==> src/rtl/spi_slave_phy_sync.sv <==
// SPI slave PHY, fully oversampled in the system clock domain.
// SCLK, CS and MOSI are synchronised and edge-detected on clk; no logic runs on SCLK.
// Provides word-level rx pulses and a single-entry, flow-controlled tx holding register.
`timescale 1ns / 1ps

module spi_slave_phy_sync #(
  parameter int unsigned      WIDTH       = 8,
  parameter bit               CPOL        = 1'b0,
  parameter bit               CPHA        = 1'b0,
  parameter bit               MSB_FIRST   = 1'b1,
  parameter int unsigned      SYNC_STAGES = 2,
  parameter logic [WIDTH-1:0] TX_IDLE     = '1
) (
  input  logic             clk,
  input  logic             rst_n,
  input  logic             spi_cs,
  input  logic             spi_clk,
  input  logic             spi_mosi,
  output logic             spi_miso,
  output logic             spi_miso_oe,
  output logic             rx_valid,
  output logic [WIDTH-1:0] rx_data,
  input  logic             tx_valid,
  output logic             tx_ready,
  input  logic [WIDTH-1:0] tx_data,
  output logic             tx_underrun,
  output logic             frame_start,
  output logic             frame_end,
  output logic             frame_err
);

  localparam int unsigned CNT_W   = $clog2(WIDTH);
  localparam int unsigned FLUSH_W = $clog2(SYNC_STAGES + 1);
  localparam logic [CNT_W-1:0]   LAST_BIT   = CNT_W'(WIDTH - 1);
  localparam logic [FLUSH_W-1:0] FLUSH_DONE = FLUSH_W'(SYNC_STAGES);

  logic [SYNC_STAGES-1:0] cs_sync_q, sclk_sync_q, mosi_sync_q;
  logic                   sclk_dly_q;
  logic [FLUSH_W-1:0]     flush_cnt_q;
  logic                   cs_idle_q;   // previous cycle saw a genuine (flushed) CS high
  logic                   active_q;
  logic [CNT_W-1:0]       bit_cnt_q;
  logic [WIDTH-1:0]       rx_shift_q, tx_shift_q, hold_q;
  logic                   hold_full_q;

  logic             cs_s, sclk_s, mosi_s, flushed;
  logic             lead_edge, trail_edge, in_frame;
  logic             sample_evt, shift_evt, cs_fall, cs_rise, word_done, reload, hold_wr;
  logic [WIDTH-1:0] rx_next;

  // Edge and frame event decode from the synchronised inputs.
  always_comb begin
    cs_s       = cs_sync_q[SYNC_STAGES-1];
    sclk_s     = sclk_sync_q[SYNC_STAGES-1];
    mosi_s     = mosi_sync_q[SYNC_STAGES-1];
    flushed    = (flush_cnt_q == FLUSH_DONE);
    lead_edge  = (sclk_s != CPOL) && (sclk_dly_q == CPOL);
    trail_edge = (sclk_s == CPOL) && (sclk_dly_q != CPOL);
    // A CS rise in the same cycle as an SCLK edge drops the edge.
    in_frame   = active_q && !cs_s;
    sample_evt = in_frame && (CPHA ? trail_edge : lead_edge);
    // The first bit of a word is already on MISO from the reload.
    shift_evt  = in_frame && (CPHA ? lead_edge : trail_edge) && (bit_cnt_q != '0);
    cs_fall    = !active_q && cs_idle_q && !cs_s;
    cs_rise    = active_q && cs_s;
    word_done  = sample_evt && (bit_cnt_q == LAST_BIT);
    reload     = cs_fall || word_done;
    hold_wr    = tx_valid && !hold_full_q;
    rx_next    = MSB_FIRST ? {rx_shift_q[WIDTH-2:0], mosi_s} : {mosi_s, rx_shift_q[WIDTH-1:1]};
  end

  assign tx_ready    = !hold_full_q;
  assign spi_miso_oe = active_q;

  // All state: synchronisers, frame tracking, shift registers, holding register and pulses.
  always_ff @(posedge clk) begin
    if (!rst_n) begin
      cs_sync_q   <= '1;
      sclk_sync_q <= {SYNC_STAGES{CPOL}};
      mosi_sync_q <= '0;
      sclk_dly_q  <= CPOL;
      flush_cnt_q <= '0;
      cs_idle_q   <= 1'b0;
      active_q    <= 1'b0;
      bit_cnt_q   <= '0;
      rx_shift_q  <= '0;
      tx_shift_q  <= '0;
      hold_q      <= '0;
      hold_full_q <= 1'b0;
      spi_miso    <= 1'b0;
      rx_valid    <= 1'b0;
      rx_data     <= '0;
      tx_underrun <= 1'b0;
      frame_start <= 1'b0;
      frame_end   <= 1'b0;
      frame_err   <= 1'b0;
    end else begin
      cs_sync_q   <= {cs_sync_q[SYNC_STAGES-2:0], spi_cs};
      sclk_sync_q <= {sclk_sync_q[SYNC_STAGES-2:0], spi_clk};
      mosi_sync_q <= {mosi_sync_q[SYNC_STAGES-2:0], spi_mosi};
      sclk_dly_q  <= sclk_s;
      // Until the reset presets have flushed out, a low CS cannot count as a fall.
      if (!flushed) flush_cnt_q <= flush_cnt_q + FLUSH_W'(1);
      cs_idle_q   <= flushed && cs_s;

      frame_start <= cs_fall;
      frame_end   <= cs_rise;
      frame_err   <= cs_rise && (bit_cnt_q != '0);
      rx_valid    <= word_done;
      tx_underrun <= reload && !hold_full_q;

      if (cs_fall)      active_q <= 1'b1;
      else if (cs_rise) active_q <= 1'b0;

      if (cs_rise)         bit_cnt_q <= '0;
      else if (word_done)  bit_cnt_q <= '0;
      else if (sample_evt) bit_cnt_q <= bit_cnt_q + CNT_W'(1);

      if (sample_evt) rx_shift_q <= rx_next;
      if (word_done)  rx_data    <= rx_next;

      if (reload) begin
        tx_shift_q <= hold_full_q ? hold_q : TX_IDLE;
      end else if (shift_evt) begin
        tx_shift_q <= MSB_FIRST ? {tx_shift_q[WIDTH-2:0], 1'b0} : {1'b0, tx_shift_q[WIDTH-1:1]};
      end

      // A write can only land while empty, so it never collides with a reload from full.
      if (hold_wr) begin
        hold_q      <= tx_data;
        hold_full_q <= 1'b1;
      end else if (reload) begin
        hold_full_q <= 1'b0;
      end

      spi_miso <= MSB_FIRST ? tx_shift_q[WIDTH-1] : tx_shift_q[0];
    end
  end

endmodule

==> config.mk <==
export PLATFORM = sky130hd
export DESIGN_NAME = spi_slave_phy_sync
export DESIGN_NICKNAME = d
export VERILOG_FILES = /design/src/rtl/spi_slave_phy_sync.sv
export SDC_FILE = /design/constraint.sdc
export NUM_CORES = 1
export LEC_CHECK = 0
export CAP_MARGIN = 15
export CORE_ASPECT_RATIO = 0.75
export CORE_MARGIN = 10
export CORE_UTILIZATION = 53
export DETAILED_ROUTE_END_ITERATION = 8
export PLACE_DENSITY = 0.78
export SYNTH_ARGS = -nofsm -noshare
export SYNTH_HDL_FRONTEND = slang
export SYNTH_SLANG_ARGS = --single-unit
==> constraint.sdc <==
create_clock -name clk -period 2 [get_ports clk]
set_input_delay 0.3 -clock clk [delete_from_list [all_inputs] [get_ports clk]]
set_output_delay 0.3 -clock clk [all_outputs]
set_load 0.02 [all_outputs]
==> impl_metrics.toml <==
[sta]
final_max_slew_viol_count = 0
tightest_slew_ps = 527
setup_viol = 0
setup_tns_ps = 0
max_freq_mhz = 541
whs_ps = 413
min_period_over_period_pct = 92.3
final_hold_viol_count = 0
period_needed_ps = 1850
rsz0062_at_grt = "no"
skew_ps = 6.37
relSlewSlack_pct = 64.8

[drt]
wl_met1_um = 1900
vias = 1655
drt_wl_total_um = 4150
drt_iter0_markers = 163
dr_wl_met3_um = 282
wire_per_inst_um = 13.7
drc = 0
wl_met2_um = 1910
vias_per_cell = 5.46
dr.pass1.iters = 4
top_layer_used = "met4"
drtAntennaViolNets = 0

[layout]
post-route-util_pct = 66.0
antenna_cells = 0
multi_input_area_um2 = 875
drive_above_1_share_pct = 6.77
area_delta_synth_final_pct = 19.9
nets = 268
fillers = 310
regArea_um2 = 1040
final_cell_count_no_fill = 303

[critical_path]
required_ps = 1700
worstSetupPathType = "register to primary output"
cp_data_arrival_time_ps = 1550
critPathSlowestCell = "clkdlybuf4s50_1"
critPathLaunch = "hold_full_q"
path_cells = "inv_1 -> clkdlybuf4s50_1"
reg2reg_from = "bit_cnt_q[0]"
slowest_delay_ps = 670
critPathMaxFanout = 10
critPathLaunchType = "register"
end_kind = "primary output"

[global_route]
antenna_found_initial = 0
grt_usage_pct = 12.9
grt_overflow = 0
grt_max_degree = 20
grt_pass1_wl_um = 7210
grt_pass1_vias = 1544

[die]
coreArea_um2 = 3680
ioPinCount = 30
fp.dieH_um = 73.6
rows = 19
chipWidth_um = 91.5
initial_utilization_pct = 55.1
die_area_um2 = 6730

[hold_path]
worstHoldStart = "cs_sync_q[0]"
hp-class = "register to register"

[power]
powerDensity_nw_per_um2 = 778
cellLeakagePower_uw = 0.000860
vdd_drop_max_v = 0.000538

[logic_synthesis]
synthCells = 225
synth.top_cell.area_share_pct = 51.3
ys_top_cells_by_area = "dfxtp_1 51%, a21oi_1 6.9%, nand2_1 6.7%"
synth.distinct_cells = 32
synth_top_area_cell = "dfxtp_1"
synth_nets = 243
yosys_warnings = 0
synthTopCellsByCount = "52 x dfxtp_1, 36 x nand2_1, 28 x a21oi_1"
synth_ff_type = "dfxtp_1"
ys_seq_area_share_pct = 51.3
ys_async_sr_fraction_pct = 0
synth_edf_count = 0
ys_seq_elements = 52
syn_area_um2 = 2030
syn_area_per_cell_um2 = 9.02
yosysMostFrequentCell = "dfxtp_1"

[clock_network]
hold_buffers = 0
postCtsSetupBuffers = 0
numCtsBuffers = 5
numClockSinks = 52
post_cts_resized = 0
cts_buffer_depth = 2
clkLatencyLatePin_ps = 300
cts_tree = "built"
clkSlewWorstSetupHoldPaths_ps = 90
clock-root-buffer = "clkbuf_8"
cts_htree_levels = 2

[placed_design]
post-dp-hpwl_um = 2850
placedCellCount = 295
gp_congestion = 0.810
io_buffers = 29

[outcome]
outcome = "complete, no violations"

[run]
cap_violations = 0
==> metrics by stage <==
stage	total power, uW	area (um^2)	setup slack (ps)
floorplan	1250	2030	503
global placement	1300	2340	399
detailed placement	1310	2340	364
CTS	1900	2430	145
global route	1980	2430	71.6
finish	1890	2430	153
==> kinds of logic (layout without fill, tap and decap cells) <==
kind of cell | after synthesis | count (layout) | share of synthesized area [%]
AO/OA/AOI/OAI | 62 | 62 | 19.1
XOR/XNOR | 1 | 1 | 0.432
adder cells (fa/ha/maj) | 4 | 4 | 2.47
buffers and inverters | 23 | 49 | 5.61
flip-flops | 52 | 52 | 51.3
AND/OR/NAND/NOR | 83 | 83 | 21.1
==> path summary, 6_finish.rpt <==
check / end / slack (ps) / depth (start not counted)
setup / recovery: tx_ready / 150 / 2
hold / removal: cs_sync_q[1] / 410 / 1
setup reg to reg: tx_shift_q[0] / 350 / 5
hold reg to reg: cs_sync_q[1] / 410 / 1
==> sequential cells by signal, indices dropped and copies added, names as in the netlist, 2 cells and up <==
signal       cells
hold_q           8
rx_data          8
tx_shift_q       8
rx_shift_q       7
bit_cnt_q        3
cs_sync_q        2
flush_cnt_q      2
mosi_sync_q      2
sclk_sync_q      2
==> cell usage in the layout, fill, tap and decap left out <==
cell type,instances
a2111oi_0,7
a2111oi_1,1
a2111oi_2,1
a211oi_1,2
a21o_1,1
a21oi_1,28
a221o_1,1
a311oi_1,6
and2_1,7
and3_1,2
and4bb_1,2
buf_4,6
clkbuf_1,1
clkbuf_8,6
clkdlybuf4s50_1,29
clkinvlp_4,1
dfxtp_1,52
ha_1,4
inv_1,4
inv_2,2
nand2_1,36
nand2b_1,6
nand3_1,14
nand4b_4,1
nand4bb_1,2
nor2_1,7
nor2b_1,2
nor3_1,4
o21ai_0,7
o21ai_1,8
xor2_1,1
==> worst max-delay path: cells and delay by family, from the launching register on <==
family                 cells  cell delay [ps]
buffers and inverters      2              900
DFF                        1              350
==> final cells by class <==
class / count / area share, %
Multi-Input combinational cell: 150 / 36.0
Sequential cell: 52 / 42.8
Timing Repair Buffer: 35 / 13.8
Tap cell: 52 / 2.67
Inverter: 6 / 0.926
Clock buffer: 7 / 3.55
Clock inverter: 1 / 0.309
==> power by group <==
group / total, uW / switching (uW) / internal (uW)
registers: 1110 / 27.9 / 1080
logic: 175 / 92.6 / 82.8
clock network: 609 / 328 / 282
==> layer usage <==
metal  vias up  track usage (%)
met3         7             5.29
met1       771             15.8
met4         0             5.03
met2        39             19.7
met5         -                0
li1        838                -
Power figures use the tool's default switching activity.
